<file path="src/rtl/freq_pkg.sv">
// Shared types and helpers for the frequency BCD display path.
package freq_pkg;

    localparam int COUNT_W = 10;
    localparam int NDIGITS = 4;

    typedef enum logic [1:0] {
        IDLE  = 2'd0,
        SHIFT = 2'd1,
        DONE  = 2'd2
    } state_t;

    // BCD digit to active-low segments {g,f,e,d,c,b,a}; non-decimal codes stay dark.
    function automatic logic [6:0] seg_decode(input logic [3:0] i_digit);
        logic [6:0] v_seg;
        case (i_digit)
            4'd0:    v_seg = 7'h40;
            4'd1:    v_seg = 7'h79;
            4'd2:    v_seg = 7'h24;
            4'd3:    v_seg = 7'h30;
            4'd4:    v_seg = 7'h19;
            4'd5:    v_seg = 7'h12;
            4'd6:    v_seg = 7'h02;
            4'd7:    v_seg = 7'h78;
            4'd8:    v_seg = 7'h00;
            4'd9:    v_seg = 7'h10;
            default: v_seg = 7'h7F;
        endcase
        return v_seg;
    endfunction

endpackage

</file>
<file path="src/rtl/freq_bcd_display_bin2bcd_seq.sv">
// Sequential double-dabble converter: one shift/add-3 iteration per clock.
module bin2bcd_seq #(
    parameter int BIN_W = freq_pkg::COUNT_W,
    parameter int DIG_N = freq_pkg::NDIGITS
) (
    input  logic               clk,
    input  logic               reset,
    input  logic               start,
    input  logic [BIN_W-1:0]   bin,
    output logic               busy,
    output logic [4*DIG_N-1:0] bcd,
    output logic               done
);
    import freq_pkg::*;

    localparam int BCD_W  = 4 * DIG_N;
    localparam int SR_W   = BCD_W + BIN_W;
    localparam int ITER_W = $clog2(BIN_W + 1);

    state_t            r_state;
    logic [SR_W-1:0]   r_sr;
    logic [ITER_W-1:0] r_iter;
    logic              r_busy;
    logic [BCD_W-1:0]  r_bcd;
    logic              r_done;

    // Correct every BCD nibble that would overflow on doubling, then shift in the next binary bit.
    function automatic logic [SR_W-1:0] dabble_step(input logic [SR_W-1:0] i_sr);
        logic [SR_W-1:0] v_sr;
        v_sr = i_sr;
        for (int d = 0; d < DIG_N; d++) begin
            if (v_sr[BIN_W + 4*d +: 4] >= 4'd5)
                v_sr[BIN_W + 4*d +: 4] = v_sr[BIN_W + 4*d +: 4] + 4'd3;
        end
        return {v_sr[SR_W-2:0], 1'b0};
    endfunction

    // Conversion FSM; busy/bcd/done are registered so the top sees clean strobes.
    always_ff @(posedge clk or posedge reset) begin
        if (reset) begin
            r_state <= IDLE;
            r_sr    <= '0;
            r_iter  <= '0;
            r_busy  <= 1'b0;
            r_bcd   <= '0;
            r_done  <= 1'b0;
        end else begin
            r_done <= 1'b0;
            case (r_state)
                IDLE: begin
                    if (start) begin
                        r_sr    <= {{BCD_W{1'b0}}, bin};
                        r_iter  <= '0;
                        r_busy  <= 1'b1;
                        r_state <= SHIFT;
                    end
                end
                SHIFT: begin
                    r_sr   <= dabble_step(r_sr);
                    r_iter <= r_iter + ITER_W'(1);
                    if (r_iter == ITER_W'(BIN_W - 1))
                        r_state <= DONE;
                end
                DONE: begin
                    r_bcd   <= r_sr[SR_W-1 -: BCD_W];
                    r_done  <= 1'b1;
                    r_busy  <= 1'b0;
                    r_state <= IDLE;
                end
                default: begin
                    r_busy  <= 1'b0;
                    r_state <= IDLE;
                end
            endcase
        end
    end

    assign busy = r_busy;
    assign bcd  = r_bcd;
    assign done = r_done;

endmodule

</file>
<file path="src/rtl/freq_bcd_display.sv">
// Converts each new window count to BCD and scans it onto a 4-digit common-anode display.
module freq_bcd_display #(
    parameter int COUNT_W  = freq_pkg::COUNT_W,
    parameter int NDIGITS  = freq_pkg::NDIGITS,
    parameter int SCAN_DIV = 48_000
) (
    input  logic                 clk,
    input  logic                 reset,
    input  logic [COUNT_W-1:0]   count_in,
    input  logic                 count_valid,
    output logic                 busy,
    output logic [4*NDIGITS-1:0] bcd,
    output logic                 bcd_valid,
    output logic [6:0]           seg,
    output logic [NDIGITS-1:0]   an
);
    import freq_pkg::*;

    localparam int SCAN_W = (SCAN_DIV > 1) ? $clog2(SCAN_DIV) : 1;
    localparam int IDX_W  = (NDIGITS > 1) ? $clog2(NDIGITS) : 1;

    logic                 r_pend;
    logic [COUNT_W-1:0]   r_pend_val;
    logic [SCAN_W-1:0]    r_scan_cnt;
    logic [IDX_W-1:0]     r_dig_idx;
    logic [NDIGITS-1:0]   r_an;
    logic [6:0]           r_seg;

    logic                 w_busy;
    logic                 w_start;
    logic [COUNT_W-1:0]   w_bin;
    logic [4*NDIGITS-1:0] w_bcd;
    logic                 w_done;
    logic [NDIGITS-1:0]   w_blank;
    logic [3:0]           w_digit;
    logic [NDIGITS-1:0]   w_an_next;
    logic [6:0]           w_seg_next;

    // A live strobe is newer than anything parked, so it takes priority.
    assign w_start = !w_busy && (count_valid || r_pend);
    assign w_bin   = count_valid ? count_in : r_pend_val;

    bin2bcd_seq #(
        .BIN_W (COUNT_W),
        .DIG_N (NDIGITS)
    ) u_conv (
        .clk   (clk),
        .reset (reset),
        .start (w_start),
        .bin   (w_bin),
        .busy  (w_busy),
        .bcd   (w_bcd),
        .done  (w_done)
    );

    // Pending flag: set by a strobe that arrives while converting, cleared when serviced.
    always_ff @(posedge clk or posedge reset) begin
        if (reset)
            r_pend <= 1'b0;
        else if (count_valid && w_busy)
            r_pend <= 1'b1;
        else if (w_start)
            r_pend <= 1'b0;
    end

    // Pending value: only meaningful while r_pend is set, newest strobe overwrites.
    always_ff @(posedge clk) begin
        if (count_valid && w_busy)
            r_pend_val <= count_in;
    end

    // Leading-zero blanking: a digit is dark when it and every higher digit are zero.
    always_comb begin
        logic v_zero;
        w_blank = '0;
        v_zero  = 1'b1;
        for (int i = NDIGITS - 1; i > 0; i--) begin
            v_zero     = v_zero && (w_bcd[4*i +: 4] == 4'd0);
            w_blank[i] = v_zero;
        end
    end

    assign w_digit    = w_bcd[4*int'(r_dig_idx) +: 4];
    assign w_seg_next = w_blank[r_dig_idx] ? 7'h7F : seg_decode(w_digit);
    assign w_an_next  = ~(NDIGITS'(1) << r_dig_idx);

    // Digit scan: slot timer, digit index, and anode/segment drive registered together.
    always_ff @(posedge clk or posedge reset) begin
        if (reset) begin
            r_scan_cnt <= '0;
            r_dig_idx  <= '0;
            r_an       <= '1;
            r_seg      <= 7'h7F;
        end else begin
            if (r_scan_cnt == SCAN_W'(SCAN_DIV - 1)) begin
                r_scan_cnt <= '0;
                r_dig_idx  <= (r_dig_idx == IDX_W'(NDIGITS - 1)) ? '0 : r_dig_idx + IDX_W'(1);
            end else begin
                r_scan_cnt <= r_scan_cnt + SCAN_W'(1);
            end
            r_an  <= w_an_next;
            r_seg <= w_seg_next;
        end
    end

    assign busy      = w_busy;
    assign bcd       = w_bcd;
    assign bcd_valid = w_done;
    assign seg       = r_seg;
    assign an        = r_an;

endmodule

</file>
<file path="config.mk">
export PLATFORM = sky130hd
export DESIGN_NAME = freq_bcd_display
export DESIGN_NICKNAME = d
export VERILOG_FILES = /design/src/rtl/freq_pkg.sv /design/src/rtl/freq_bcd_display_bin2bcd_seq.sv /design/src/rtl/freq_bcd_display.sv
export SDC_FILE = /design/constraint.sdc
export NUM_CORES = 1
export LEC_CHECK = 0
export BUFFER_PORTS_ARGS = -buffer_cell sky130_fd_sc_hd__buf_4
export CAP_MARGIN = 20
export CORE_UTILIZATION = 45
export CTS_BUF_LIST = sky130_fd_sc_hd__clkbuf_16
export CTS_CLUSTER_DIAMETER = 200
export DETAILED_ROUTE_END_ITERATION = 10
export GPL_TIMING_DRIVEN = 0
export SYNTH_ARGS = -nofsm -noshare
export SYNTH_HDL_FRONTEND = slang
export SYNTH_HIERARCHICAL = 1
export SYNTH_SLANG_ARGS = --single-unit
</file>
<file path="constraint.sdc">
create_clock -name clk -period 2.3 [get_ports clk]
set_input_delay 0.46 -clock clk [delete_from_list [all_inputs] [get_ports clk]]
set_output_delay 0.46 -clock clk [all_outputs]
set_load 0.01 [all_outputs]
</file>
==> summary.txt <==
Drt
  • Vias: 2781
  • Drt via density: 5.29
  • First DRT Iteration DRCs: 124
  • Routed wire length: 7830 um
  • DR DRC count: 0
  • Routed wire per std cell: 14.9 um
  • Post-DRT Antenna Nets: 0
  • DRT Pass-1 Iters: 4

Critical path
  • CP required: 2.51 ns
  • Crit-path max FO: 10
  • Critical Path Source Type: register
  • Worst setup path class: reg2reg
  • CP Capture Type: register
  • Critical path arrival: 2.24 ns
  • Worst reg2reg setup slack: 0.27 ns

Place
  • Final RePlAce weighted congestion: 0.814
  • IO Port Bufs: 41
  • DP HPWL: 5640 um
  • Dpl cells: 510

Logic synthesis
  • Ys flop type: dfrtp_1
  • Number of flops mapped to enable cells by yosys: 10
  • Cell count after synthesis: 357
  • Mapped cell area: 0.00427 mm^2
  • Post-synthesis sequential element count: 90
  • Post-synth ARST share: 88.9%
  • Syn avg cell area: 12.0 um^2
  • Synth unique cells: 50
  • Post-synthesis sequential area ratio: 54.2%
  • Synth warn: 6
  • Net count after synthesis: 390

CTS
  • Clk slew on worst S/H paths: 0.06 ns
  • CTS root buf: clkbuf_16
  • Clk buf depth: 2
  • Post-CTS Resized: 0
  • # H-tree levels: 3
  • CTS Buf Count: 9
  • Num Clock Sinks: 90
  • CTS tree: done
  • Clock Latency Late Sink: 0.33 ns
  • Post-CTS Setup Inserts: 0
  • Hold Buf Count CTS: 0

Final layout
  • Final non-filler cell total: 526
  • Most frequent cells in the layout: 69 x dfrtp_1, 42 x buf_4, 29 x nand2_1
  • # diodes: 0
  • Final #Nets: 444
  • Fraction of layout cells with a size suffix above 1: 27.0%
  • Area growth syn-to-layout: 18.8%
  • Commonest non-fill, non-tap cell in the layout: dfrtp_1

Job
  • # Max-Cap Violations: 0

STA
  • Max-slew headroom: 63.5%
  • Fin crit period: 2.03 ns
  • Post-Route Skew: 0.00672 ns
  • Final Hold Vio Count: 0
  • Unrepaired setup endpoints after global routing: false
  • Worst Tran Pin Value: 0.547 ns
  • Peak Freq: 492 MHz
  • Tcrit/Tclk final: 88.3%
  • Setup tns final: 0 ns
  • Minimum hold slack: 0.105 ns
  • Slew Viols, Final: 0
  • Finish-stage setup viols: 0

GRT
  • Initial antenna violation count: 0
  • Global-route wire length before repair: 13400 um
  • Largest net degree at the start of global routing: 31
  • GRT overflow: 0
  • Aggregate global-route resource usage: 17.4%
  • Vias in the first global route: 2776

Floorplanning
  • DIE AREA: 0.00988 mm^2
  • Num ports: 42
  • Cell row count: 35
  • Core Area: 0.00920 mm^2
  • DIE WIDTH: 99.4 um
  • Die Y: 99.4 um
  • Initial core utilization: 46.4%

Pwr
  • IR drop worst, VDD: 903 uV
  • Cell Pwr Density: 1210 mW/mm^2
  • Static Leak: 2.33 nW
  • Tot Pwr: 0.00615 W

Run status
  • Status: finished clean

Min path
  • Tightest Hold Check Type: in2async
kinds of logic (layout without fill, tap and decap cells):
kind of cell	count (synthesis)	in the layout	synth area share, %
simple gates	94	94	11.7
flops	90	90	54.2
compound gates	57	57	9.03
mux	39	39	11.1
buf+inv	38	96	4.16
fa+ha+maj	20	20	5.86
xor+xnor	19	19	3.90
worst paths after layout:
path                                        to  cells after the start            from
worst max-delay path            r_scan_cnt[12]                      6   r_scan_cnt[0]
worst min-delay path            r_scan_cnt[13]                      2           reset
worst max register to register  r_scan_cnt[12]                      6   r_scan_cnt[0]
worst min register to register  u_conv/r_sr[8]                      2  u_conv/r_sr[8]
max in group asynchronous        u_conv/bcd[4]                      3           reset
min in group clk                 r_pend_val[3]                      1     count_in[3]
report_power, final:
group	switching, W	internal (W)
registers	0.000364	0.00211
clock network	0.000567	0.000939
logic	0.00112	0.00104
total	0.00206	0.00409
Yosys cell counts, types with 2 or more instances:
cell	instances	area share, %
o22ai_1	5	0.73
o32ai_1	3	0.62
nor2_1	18	1.6
nor3b_1	2	0.35
nor4_1	6	0.88
mux2i_1	7	1.6
nand4_1	3	0.44
o31ai_1	6	1.1
a22oi_1	9	1.6
nor3_1	2	0.23
inv_1	24	2.1
a32o_1	4	0.94
xor2_1	6	1.2
dfrtp_1	69	40
xnor2_1	13	2.7
mux4_2	4	2.1
a21oi_1	8	0.94
clkbuf_1	5	0.44
mux2_1	4	1.1
a22o_1	4	0.82
buf_2	6	0.70
ha_1	20	5.9
nand2b_1	5	0.73
nor2b_1	5	0.73
o21ai_0	14	1.6
and2_1	2	0.29
nand3_1	10	1.2
dfstp_2	11	6.8
edfxtp_1	10	7.0
mux2_2	24	6.3
nand2_1	29	2.5
flip-flops by register name, summed over array words and instances, names as in the netlist:
signal,flops
u_conv/done,1
an,4
r_scan_cnt,16
r_dig_idx,2
u_conv/r_iter,4
r_pend_val,10
u_conv/busy,1
u_conv/r_sr,26
seg,7
r_pend,1
u_conv/bcd,16
u_conv/r_state,2
final cells by class:
class	instances	area [um^2]
well taps	111	139
clock buffers	9	225
clock inverters	6	83.8
inverters	24	90.1
repair buffers	43	355
plain buffers	14	87.6
multi-input cells	229	1780
flip-flops and latches	90	2320
fillers	807	4120
stage by stage:
stage | area (um^2) | util, % | setup slack, ns
3_5_place_dp | 4740 | 51.5 | 0.222
4_1_cts | 5040 | 54.9 | 0.227
2_1_floorplan | 4270 | - | 0.493
3_3_place_gp | 4720 | 51.3 | -0.0666
5_1_grt | 5070 | 55.2 | 0.0634
6_report | 5070 | 55.2 | 0.269
routing by layer:
metal	share of wire, %	track usage (%)	wire length (um)
met1	48	23.5	3750
met2	49	28.3	3820
met3	2.4	4.50	191
met4	0.93	4.41	73
met5	0	0	0
worst max-delay path: stages (launching register included):
cell	delay, ns
dfrtp_1	0.39
ha_1	0.25
and4_2	0.26
nand3_1	0.13
nor4_2	0.48
buf_2	0.32
nor2_1	0.07
(Power assumes the default switching activity.)
